<file path="config.mk">
export PLATFORM = sky130hd
export DESIGN_NAME = lsu
export DESIGN_NICKNAME = d
export VERILOG_FILES = /design/src/rtl/lsu_pkg.sv /design/src/rtl/lsu_align.sv /design/src/rtl/lsu.sv
export SDC_FILE = /design/constraint.sdc
export NUM_CORES = 1
export LEC_CHECK = 0
export ABC_AREA = 1
export BUFFER_PORTS_ARGS = -buffer_cell sky130_fd_sc_hd__buf_2
export CAP_MARGIN = 40
export CELL_PAD_IN_SITES_DETAIL_PLACEMENT = 1
export CELL_PAD_IN_SITES_GLOBAL_PLACEMENT = 1
export CORE_MARGIN = 2
export CORE_UTILIZATION = 38
export DETAILED_ROUTE_END_ITERATION = 10
export GPL_ROUTABILITY_DRIVEN = 0
export GPL_TIMING_DRIVEN = 0
export PLACE_DENSITY_LB_ADDON = 0.12
export SKIP_CTS_REPAIR_TIMING = 1
export SYNTH_ARGS = -nofsm -noshare
export SYNTH_HDL_FRONTEND = slang
export SYNTH_SLANG_ARGS = --single-unit
</file>
<file path="constraint.sdc">
create_clock -name clk_i -period 3.6 [get_ports clk_i]
set_clock_uncertainty 0.1 [all_clocks]
set_input_delay 0.36 -clock clk_i [delete_from_list [all_inputs] [get_ports clk_i]]
set_output_delay 0.36 -clock clk_i [all_outputs]
set_load 0.01 [all_outputs]
</file>
<file path="src/rtl/lsu_pkg.sv">
// Shared constants for the load/store unit: FSM encodings, funct3 width codes
// and the sign/zero extension helper used by the lane aligner.
package lsu_pkg;

  localparam logic [1:0] LSU_IDLE = 2'd0;
  localparam logic [1:0] LSU_REQ  = 2'd1;
  localparam logic [1:0] LSU_RESP = 2'd2;
  localparam logic [1:0] LSU_DONE = 2'd3;

  localparam logic [2:0] LSU_B  = 3'b000;
  localparam logic [2:0] LSU_H  = 3'b001;
  localparam logic [2:0] LSU_W  = 3'b010;
  localparam logic [2:0] LSU_BU = 3'b100;
  localparam logic [2:0] LSU_HU = 3'b101;

  localparam int LSU_BE_W = 4;

  // Extends a byte (low 8 bits of v) or a halfword to 32 bits.
  function automatic logic [31:0] lsu_extend(input logic [15:0] v,
                                             input logic is_half,
                                             input logic is_unsigned);
    logic [31:0] res;
    if (is_half)
      res = is_unsigned ? {16'h0000, v} : {{16{v[15]}}, v};
    else
      res = is_unsigned ? {24'h000000, v[7:0]} : {{24{v[7]}}, v[7:0]};
    return res;
  endfunction

endpackage

</file>
<file path="src/rtl/lsu_align.sv">
// Combinational lane logic: misalignment/illegal-width detection, store
// byte-enable and data replication, and load byte/half extraction with extension.
module lsu_align
  import lsu_pkg::*;
(
  input  logic                i_wr,
  input  logic [2:0]          i_funct3,
  input  logic [1:0]          i_addr_lo,
  input  logic [31:0]         i_wdata,
  input  logic [31:0]         i_rdata,
  output logic                o_misalign,
  output logic [LSU_BE_W-1:0] o_be,
  output logic [31:0]         o_wdata,
  output logic [31:0]         o_rdata
);

  logic [7:0]  w_byte;
  logic [15:0] w_half;

  // Unsigned widths are load-only, so a store using them is illegal.
  always_comb begin
    o_misalign = 1'b0;
    case (i_funct3)
      LSU_B:   o_misalign = 1'b0;
      LSU_H:   o_misalign = i_addr_lo[0];
      LSU_W:   o_misalign = |i_addr_lo;
      LSU_BU:  o_misalign = i_wr;
      LSU_HU:  o_misalign = i_wr | i_addr_lo[0];
      default: o_misalign = 1'b1;
    endcase
  end

  always_comb begin
    o_be    = 4'b1111;
    o_wdata = i_wdata;
    if (i_wr) begin
      case (i_funct3)
        LSU_B: begin
          o_be    = 4'b0001 << i_addr_lo;
          o_wdata = {4{i_wdata[7:0]}};
        end
        LSU_H: begin
          o_be    = 4'b0011 << {i_addr_lo[1], 1'b0};
          o_wdata = {2{i_wdata[15:0]}};
        end
        default: begin
          o_be    = 4'b1111;
          o_wdata = i_wdata;
        end
      endcase
    end
  end

  always_comb begin
    w_byte = i_rdata[7:0];
    case (i_addr_lo)
      2'd0: w_byte = i_rdata[7:0];
      2'd1: w_byte = i_rdata[15:8];
      2'd2: w_byte = i_rdata[23:16];
      2'd3: w_byte = i_rdata[31:24];
      default: w_byte = i_rdata[7:0];
    endcase
    w_half = i_addr_lo[1] ? i_rdata[31:16] : i_rdata[15:0];
  end

  always_comb begin
    o_rdata = i_rdata;
    case (i_funct3)
      LSU_B:   o_rdata = lsu_extend({8'h00, w_byte}, 1'b0, 1'b0);
      LSU_BU:  o_rdata = lsu_extend({8'h00, w_byte}, 1'b0, 1'b1);
      LSU_H:   o_rdata = lsu_extend(w_half, 1'b1, 1'b0);
      LSU_HU:  o_rdata = lsu_extend(w_half, 1'b1, 1'b1);
      default: o_rdata = i_rdata;
    endcase
  end

endmodule

</file>
<file path="src/rtl/lsu.sv">
// Memory-stage load/store unit: single-outstanding req/gnt/rvalid bus master
// that stalls upstream while an access is in flight.
module lsu
  import lsu_pkg::*;
(
  input  logic        clk_i,
  input  logic        rst_n_i,
  input  logic        ex_valid_i,
  input  logic        mem_rd_i,
  input  logic        mem_wr_i,
  input  logic [2:0]  funct3_i,
  input  logic [31:0] addr_i,
  input  logic [31:0] wdata_i,
  output logic        stall_o,
  output logic        done_o,
  output logic [31:0] rdata_o,
  output logic        misalign_o,
  output logic        bus_req_o,
  output logic        bus_we_o,
  output logic [31:0] bus_addr_o,
  output logic [3:0]  bus_be_o,
  output logic [31:0] bus_wdata_o,
  input  logic        bus_gnt_i,
  input  logic        bus_rvalid_i,
  input  logic [31:0] bus_rdata_i
);

  logic [1:0]  r_state;
  logic        r_wr;
  logic        r_err;
  logic [2:0]  r_funct3;
  logic [31:0] r_addr;
  logic [31:0] r_wdata;
  logic [31:0] r_rdata;

  logic        w_memop;
  logic        w_idle;
  logic        w_req;
  logic        w_sel_wr;
  logic [2:0]  w_sel_funct3;
  logic [1:0]  w_sel_addr_lo;
  logic [31:0] w_sel_wdata;
  logic        w_misalign;
  logic [LSU_BE_W-1:0] w_be;
  logic [31:0] w_wdata;
  logic [31:0] w_rdata_ext;

  assign w_memop = ex_valid_i & (mem_rd_i | mem_wr_i);
  assign w_idle  = (r_state == LSU_IDLE);
  assign w_req   = (r_state == LSU_REQ);

  // In IDLE the aligner looks at the incoming op to catch misalignment in the
  // same cycle; afterwards it sees only the registered op so the bus is stable.
  assign w_sel_wr      = w_idle ? mem_wr_i      : r_wr;
  assign w_sel_funct3  = w_idle ? funct3_i      : r_funct3;
  assign w_sel_addr_lo = w_idle ? addr_i[1:0]   : r_addr[1:0];
  assign w_sel_wdata   = w_idle ? wdata_i       : r_wdata;

  lsu_align u_align (
    .i_wr       (w_sel_wr),
    .i_funct3   (w_sel_funct3),
    .i_addr_lo  (w_sel_addr_lo),
    .i_wdata    (w_sel_wdata),
    .i_rdata    (bus_rdata_i),
    .o_misalign (w_misalign),
    .o_be       (w_be),
    .o_wdata    (w_wdata),
    .o_rdata    (w_rdata_ext)
  );

  always_ff @(posedge clk_i or negedge rst_n_i) begin
    if (!rst_n_i) begin
      r_state  <= LSU_IDLE;
      r_wr     <= 1'b0;
      r_err    <= 1'b0;
      r_funct3 <= 3'b000;
      r_addr   <= 32'h0;
      r_wdata  <= 32'h0;
      r_rdata  <= 32'h0;
    end else begin
      case (r_state)
        LSU_IDLE: begin
          if (w_memop) begin
            r_wr     <= mem_wr_i;
            r_funct3 <= funct3_i;
            r_addr   <= addr_i;
            r_wdata  <= wdata_i;
            r_err    <= w_misalign;
            r_state  <= w_misalign ? LSU_DONE : LSU_REQ;
          end
        end
        LSU_REQ: begin
          if (bus_gnt_i)
            r_state <= r_wr ? LSU_DONE : LSU_RESP;
        end
        LSU_RESP: begin
          if (bus_rvalid_i) begin
            r_rdata <= w_rdata_ext;
            r_state <= LSU_DONE;
          end
        end
        default: r_state <= LSU_IDLE;
      endcase
    end
  end

  assign stall_o     = rst_n_i & ((w_idle & w_memop) | w_req | (r_state == LSU_RESP));
  assign done_o      = (r_state == LSU_DONE);
  assign misalign_o  = done_o & r_err;
  assign rdata_o     = r_rdata;
  assign bus_req_o   = w_req;
  assign bus_we_o    = w_req & r_wr;
  assign bus_addr_o  = w_req ? {r_addr[31:2], 2'b00} : 32'h0;
  assign bus_be_o    = w_req ? w_be : 4'b0000;
  assign bus_wdata_o = w_req ? w_wdata : 32'h0;

endmodule

</file>
# --- Yosys cells after proc, flatten, opt, wreduce, memory -nomap -nowiden ---
# Index checks and enable logic that the tools add are counted.
classes:
  eq_ne: 13
  n_shift: 2
  muxes: 21
  bitwise_logic: 9
  reduce_logical: 7
ops:
  columns: ["cell", "count"]
  rows:
  - ["$mux W32", 4]
  - ["$pmux W32 S4", 1]
  - ["$pmux W32 S2", 1]
  - ["$pmux W8 S4", 1]
  - ["$mux W16", 1]
  - ["$mux W2", 5]
  - ["$eq A2 B2 Y1 const B", 4]
  - ["$mux W4", 2]
  - ["$pmux W4 S2", 1]
  - ["$eq A3 B3 Y1 const B", 2]
  - ["$ne A2 B2 Y1 const B", 3]
  - ["$pmux W2 S3", 1]
  - ["$and A1 B1 Y1", 5]
  - ["$pmux W1 S5", 1]
  - ["$eq A2 B1 Y1 const B", 2]
  - ["$logic_not A2 Y1", 2]
  - ["$or A1 B1 Y1", 4]
  - ["$reduce_and A2 Y1", 2]
  - ["$shl A1 B2 Y4 const A", 1]
  - ["$shl A2 B2 Y4 const A", 1]
  - ["$eq A3 B1 Y1 const B", 1]
  - ["$eq A3 B2 Y1 const B", 1]
  - ["$logic_not A3 Y1", 1]
  - ["$mux W3", 1]
  - ["3 further kinds", 4]
word_totals:
  ff_bits: 103
  inputBits: 106
  out_inout_bits: 105

# --- Logic depth before layout (Yosys ltp) ---
logic_depth:
  word_depth: 7
  depth_mapped: 15

# --- Cells and area by module ---
# Synthesis repeated with hierarchy kept, for this count alone.
hier_totals:
  cells_unflattened: 919
  area_unflattened_um2: 6513.7
by_module_without_submodules:
  columns: ["mod", "instances", "cells_per_inst", "area_each_um2", "seq_area_each_um2"]
  rows:
  - ["lsu", 1, 623, 5092.4, 2577.5]
  - ["lsu_align", 1, 296, 1421.4, 0.0]

# --- Worst setup path before layout ---
# No wires, ideal clock.
synth_timing:
  path_kind: "register -> output"
  start: "reg r_state[0]"
  end: "out bus_wdata_o[18]"
  t_arrival_ns: 1.778
  required_time_ns: 3.140
  setup_slack_ns: 1.362
  path_stages_with_launch: 11
  path_buffers: 3
  path_cell_list: "dfrtp_1 inv_1 ha_1 buf_6 o21ai_2 nand2_1 nor2_2 buf_6 buf_6 nand2_1 a21oi_1"
synth_between:
  elab_chain_cells: 6
  elab_cells_between_ends: 10
  classes_between: "eq/ne: 2; mux: 6; reduce/logical: 2"
synth_rtl:
  columns: ["element", "line_no", "text"]
  rows:
  - ["start: declaration", "lsu.sv:28", "logic [1:0] r_state;"]
  - ["start signal: assignment", "lsu.sv:89", "r_state <= w_misalign ? LSU_DONE : LSU_REQ;"]
  - ["start signal: assignment", "lsu.sv:94", "r_state <= r_wr ? LSU_DONE : LSU_RESP;"]
  - ["$logic_not A2 Y1", "lsu.sv:49", "assign w_idle = (r_state == LSU_IDLE);"]
  - ["$mux W3", "lsu.sv:55", "assign w_sel_funct3 = w_idle ? funct3_i : r_funct3;"]
  - ["$eq A3 B1 Y1 / $logic_not A3 Y1 (equally long branches)", "lsu_align.sv:37", "case (i_funct3)"]
  - ["$pmux W32 S2", "lsu_align.sv:37", null]
  - ["$mux W32", "lsu_align.sv:36", "if (i_wr) begin"]
  - ["$mux W32 (*)", "lsu.sv:115", "assign bus_wdata_o = w_req ? w_wdata : 32'h0;"]
  - ["end: declaration", "lsu.sv:22", "output logic [31:0] bus_wdata_o,"]
# Mark *: on every way between the ends. The rest lies on a longest branch, timed or not.

# --- Worst setup path in the final report ---
layout_timing:
  start: "reg r_state[0]"
  end: "out bus_wdata_o[9]"
# The elaborated chain is that of the path after synthesis.

==> flow_summary_export.csv <==
group,metric,value,unit
logic_synthesis,postSynthCellCount,919,
finish,nets,1252,
logic_synthesis,yosys.area.top_type_share,0.416,
timing,rsz0062_at_grt,"no",
timing,finalCriticalPeriod,3090,ps
global_route,grt_max_degree,64,
routing,ant_nets,0,
worst_hold_path,hp-class,"input pin to flip-flop",
timing,worst_pin_slew,596,ps
floorplan,dieArea,17300,sq um
floorplan,start_util,0.390,
finish,syn_to_final_growth,26.4,%
routing,vias_per_cell,4.75,
timing,slew_viol_final,0,
clocking,cts_tree,"yes",
power_and_ir_drop,comb_power_share,0.587,
worst_hold_path,hp-start,"addr_i[5]",
floorplan,io_pins,211,
clocking,clock_latency,350,ps
worst_setup_path,reg2reg_depth,9,
timing,maxSlewHeadroom,0.599,
flow_run,drv_cap,0,
timing,max_clock_freq,324,MHz
status,status,"finished clean",
worst_setup_path,crit_chain,"inv_1, ha_1, buf_6, buf_6, buf_2, o21ai_0, nand3_1, nand3_1, nand2_1, inv_1, buf_2",
routing,routed_wl,20900,microns
clocking,clk_pin_slew_worst_paths,80,ps
placed_design,dp_hpwl,16200,microns
floorplan,rows,46,
worst_setup_path,setup.worst_path.class,"flip-flop to primary output",
routing,wl_per_cell,15.3,microns
logic_synthesis,ys_ff_latch,103,
worst_setup_path,cpMaxStageDelayCell,"o21ai_0",
worst_setup_path,cp.arrival,2630,ps
clocking,cts_buffers,9,
global_route,gr-usage-all-layers,0.241,
routing,dr.pass1.iters,5,
worst_setup_path,worstPathMaxFanout,10,
finish,fin_cells,1361,
timing,layout_setup_ws,514,ps
global_route,grt_overflow,0,
placed_design,placed_cells,1345,
clocking,clock-sinks,103,
routing,drc_errors,0,
power_and_ir_drop,p_per_area,919,nW/um^2
finish,drive_above_1_share,0.255,
worst_setup_path,r2r-start,"r_state[0]",
global_route,grt_pass1_wl,33500,microns
logic_synthesis,synth_area,6190,sq um
worst_setup_path,start_kind,"flip-flop",
routing,vias,6463,
power_and_ir_drop,sequentialPowerShare,0.278,
clocking,cts_buffer_depth,2,
logic_synthesis,synthTopCellsByArea,"dfrtp_1, nand2_1, inv_1",
timing,setup_viol,0,
finish,fin_area,7830,sq um
power_and_ir_drop,sw_frac_of_total,0.491,
timing,min_period_over_period,0.857,
power_and_ir_drop,p_clk_frac,0.135,
worst_setup_path,cp-end-kind,"primary output",
finish,seq_area,2580,sq um
timing,hold_viol_final,0,
timing,setup_tns,0,ps
floorplan,coreArea,15900,sq um
placed_design,io_buffers,208,
power_and_ir_drop,switchingPower,3.53,mW
clocking,h-tree-depth,3,
finish,multi_input_area,2770,sq um
placed_design,post-place-ws,938,ps
power_and_ir_drop,internal_power,3.66,mW
worst_hold_path,holdPathEnd,"r_addr[5]",
power_and_ir_drop,leakagePower,4.80,nW
floorplan,dieHeight,132,microns
placed_design,placed_area,7530,sq um
finish,fillers,2254,
global_route,grt_pass1_vias,6539,
worst_setup_path,required,3140,ps
worst_setup_path,r2r-end,"rdata_o[0]",
worst_setup_path,cp.buffers_inverters,6,
clocking,cts_root_buf,"clkbuf_16",
logic_synthesis,seq_area_frac_synth,0.416,
worst_setup_path,r2r_slack,1210,ps
worst_setup_path,cp_slowest_stage_delay,510,ps
logic_synthesis,yosysWarnings,0,
timing,hold_slack,108,ps
logic_synthesis,yosysTopAreaCell,"dfrtp_1",
worst_setup_path,path_delay_family,"buffers and inverters",
global_route,antenna_found_initial,1,
finish,antenna_cells,0,
logic_synthesis,syn_area_per_cell,6.74,sq um
logic_synthesis,ys_types,29,
worst_hold_path,holdPathStages,3,
floorplan,die_width,132,microns
power_and_ir_drop,ir_worst_vdd,0.000354,V
routing,drt_iter0_drc,214,
-- power by group through the flow --
stage          combinational [mW]  sequential [mW]  clock [mW]
2_1_floorplan                2.75             2.04           0
3_3_place_gp                 4.12             1.98           0
3_5_place_dp                 4.23             2.01           0
4_1_cts                      4.26             2.00       0.996
5_1_grt                      4.75             2.07        1.04
6_report                     4.22             2.00       0.970
-- layout by cell type (no fill, tap or decap), drive strengths merged --
cell           n
o211ai         8
clkbuf        29
nand2        369
clkinv         1
nor2          19
clkinvlp       2
nand3         54
o21ai         92
nand4          1
ha             5
conb           2
a21oi         43
buf          241
dfrtp        103
o221ai         1
or2           18
o22ai          1
inv          154
a31oi          1
dlygate4sd3    1
-- cells in the mapped netlist --
library cell  instances
nand2_1             361
inv_1               145
dfrtp_1             103
o21ai_0              75
nand3_1              54
a21oi_1              43
clkbuf_1             20
buf_2                18
or2_2                17
nor2_1               16
o21ai_1              12
o211ai_1              8
buf_6                 7
inv_2                 6
ha_1                  5
nand2_2               5
o21ai_2               5
buf_1                 4
buf_4                 3
nand2_4               3
a31oi_1               1
conb_1                1
nand4_4               1
nor2_2                1
nor2_4                1
nor2_8                1
o221ai_1              1
o22ai_1               1
or2_1                 1
-- final cells by class --
type	count	area share
Multi-Input combinational cell	614	0.354
Sequential cell	103	0.329
Tap cell	216	0.0345
Buffer	52	0.0360
Inverter	151	0.0724
Clock inverter	6	0.00704
Clock buffer	9	0.0288
Timing Repair Buffer	210	0.138
-- per-layer routing --
metal	part of all wire	wire, microns	vias to the layer above	GRT usage
met5	0	0	-	0
met4	0.016	341	0	0.0707
met3	0.047	978	21	0.0440
met2	0.47	9710	159	0.401
met1	0.47	9840	3047	0.321
li1	-	-	3236	-
-- how the worst max path moves through the flow --
stage / from / to / slack (ps) / depth (start not counted)
after floorplan: r_state[0] / bus_wdata_o[18] / 1360 / 10
after global placement: rst_n_i / stall_o / 330 / 4
after detailed placement: r_state[0] / bus_wdata_o[9] / 940 / 11
after CTS: r_state[0] / bus_wdata_o[9] / 550 / 11
after global routing: r_state[0] / bus_wdata_o[9] / 420 / 11
final: r_state[0] / bus_wdata_o[9] / 510 / 11
-- stage by stage --
stage | power [mW] | util
after floorplan | 4.79 | -
after global placement | 6.10 | 0.472
after detailed placement | 6.25 | 0.474
after CTS | 7.25 | 0.492
after global routing | 7.85 | 0.493
final | 7.19 | 0.493
-- kinds of logic (layout without fill, tap and decap cells) --
family,count (synthesis),count (layout),share of synthesized area
other,1,2,0.000606
buffers and inverters,203,428,0.137
AND/OR/NAND/NOR,461,461,0.310
adder cells (fa/ha/maj),5,5,0.0101
flip-flops,103,103,0.416
AO/OA/AOI/OAI,146,146,0.125
-- sequential cells by signal, summed over array words and instances (netlist names) --
signal and cells:
r_funct3 3, r_wr 1, rdata_o 32, r_addr 32, r_err 1, r_state 2
r_wdata 32
-- worst min-delay path: stages --
cell     delay, ps
buf_2           70
nand2_1         40
nand2_1         50
(Power assumes the default switching activity.)
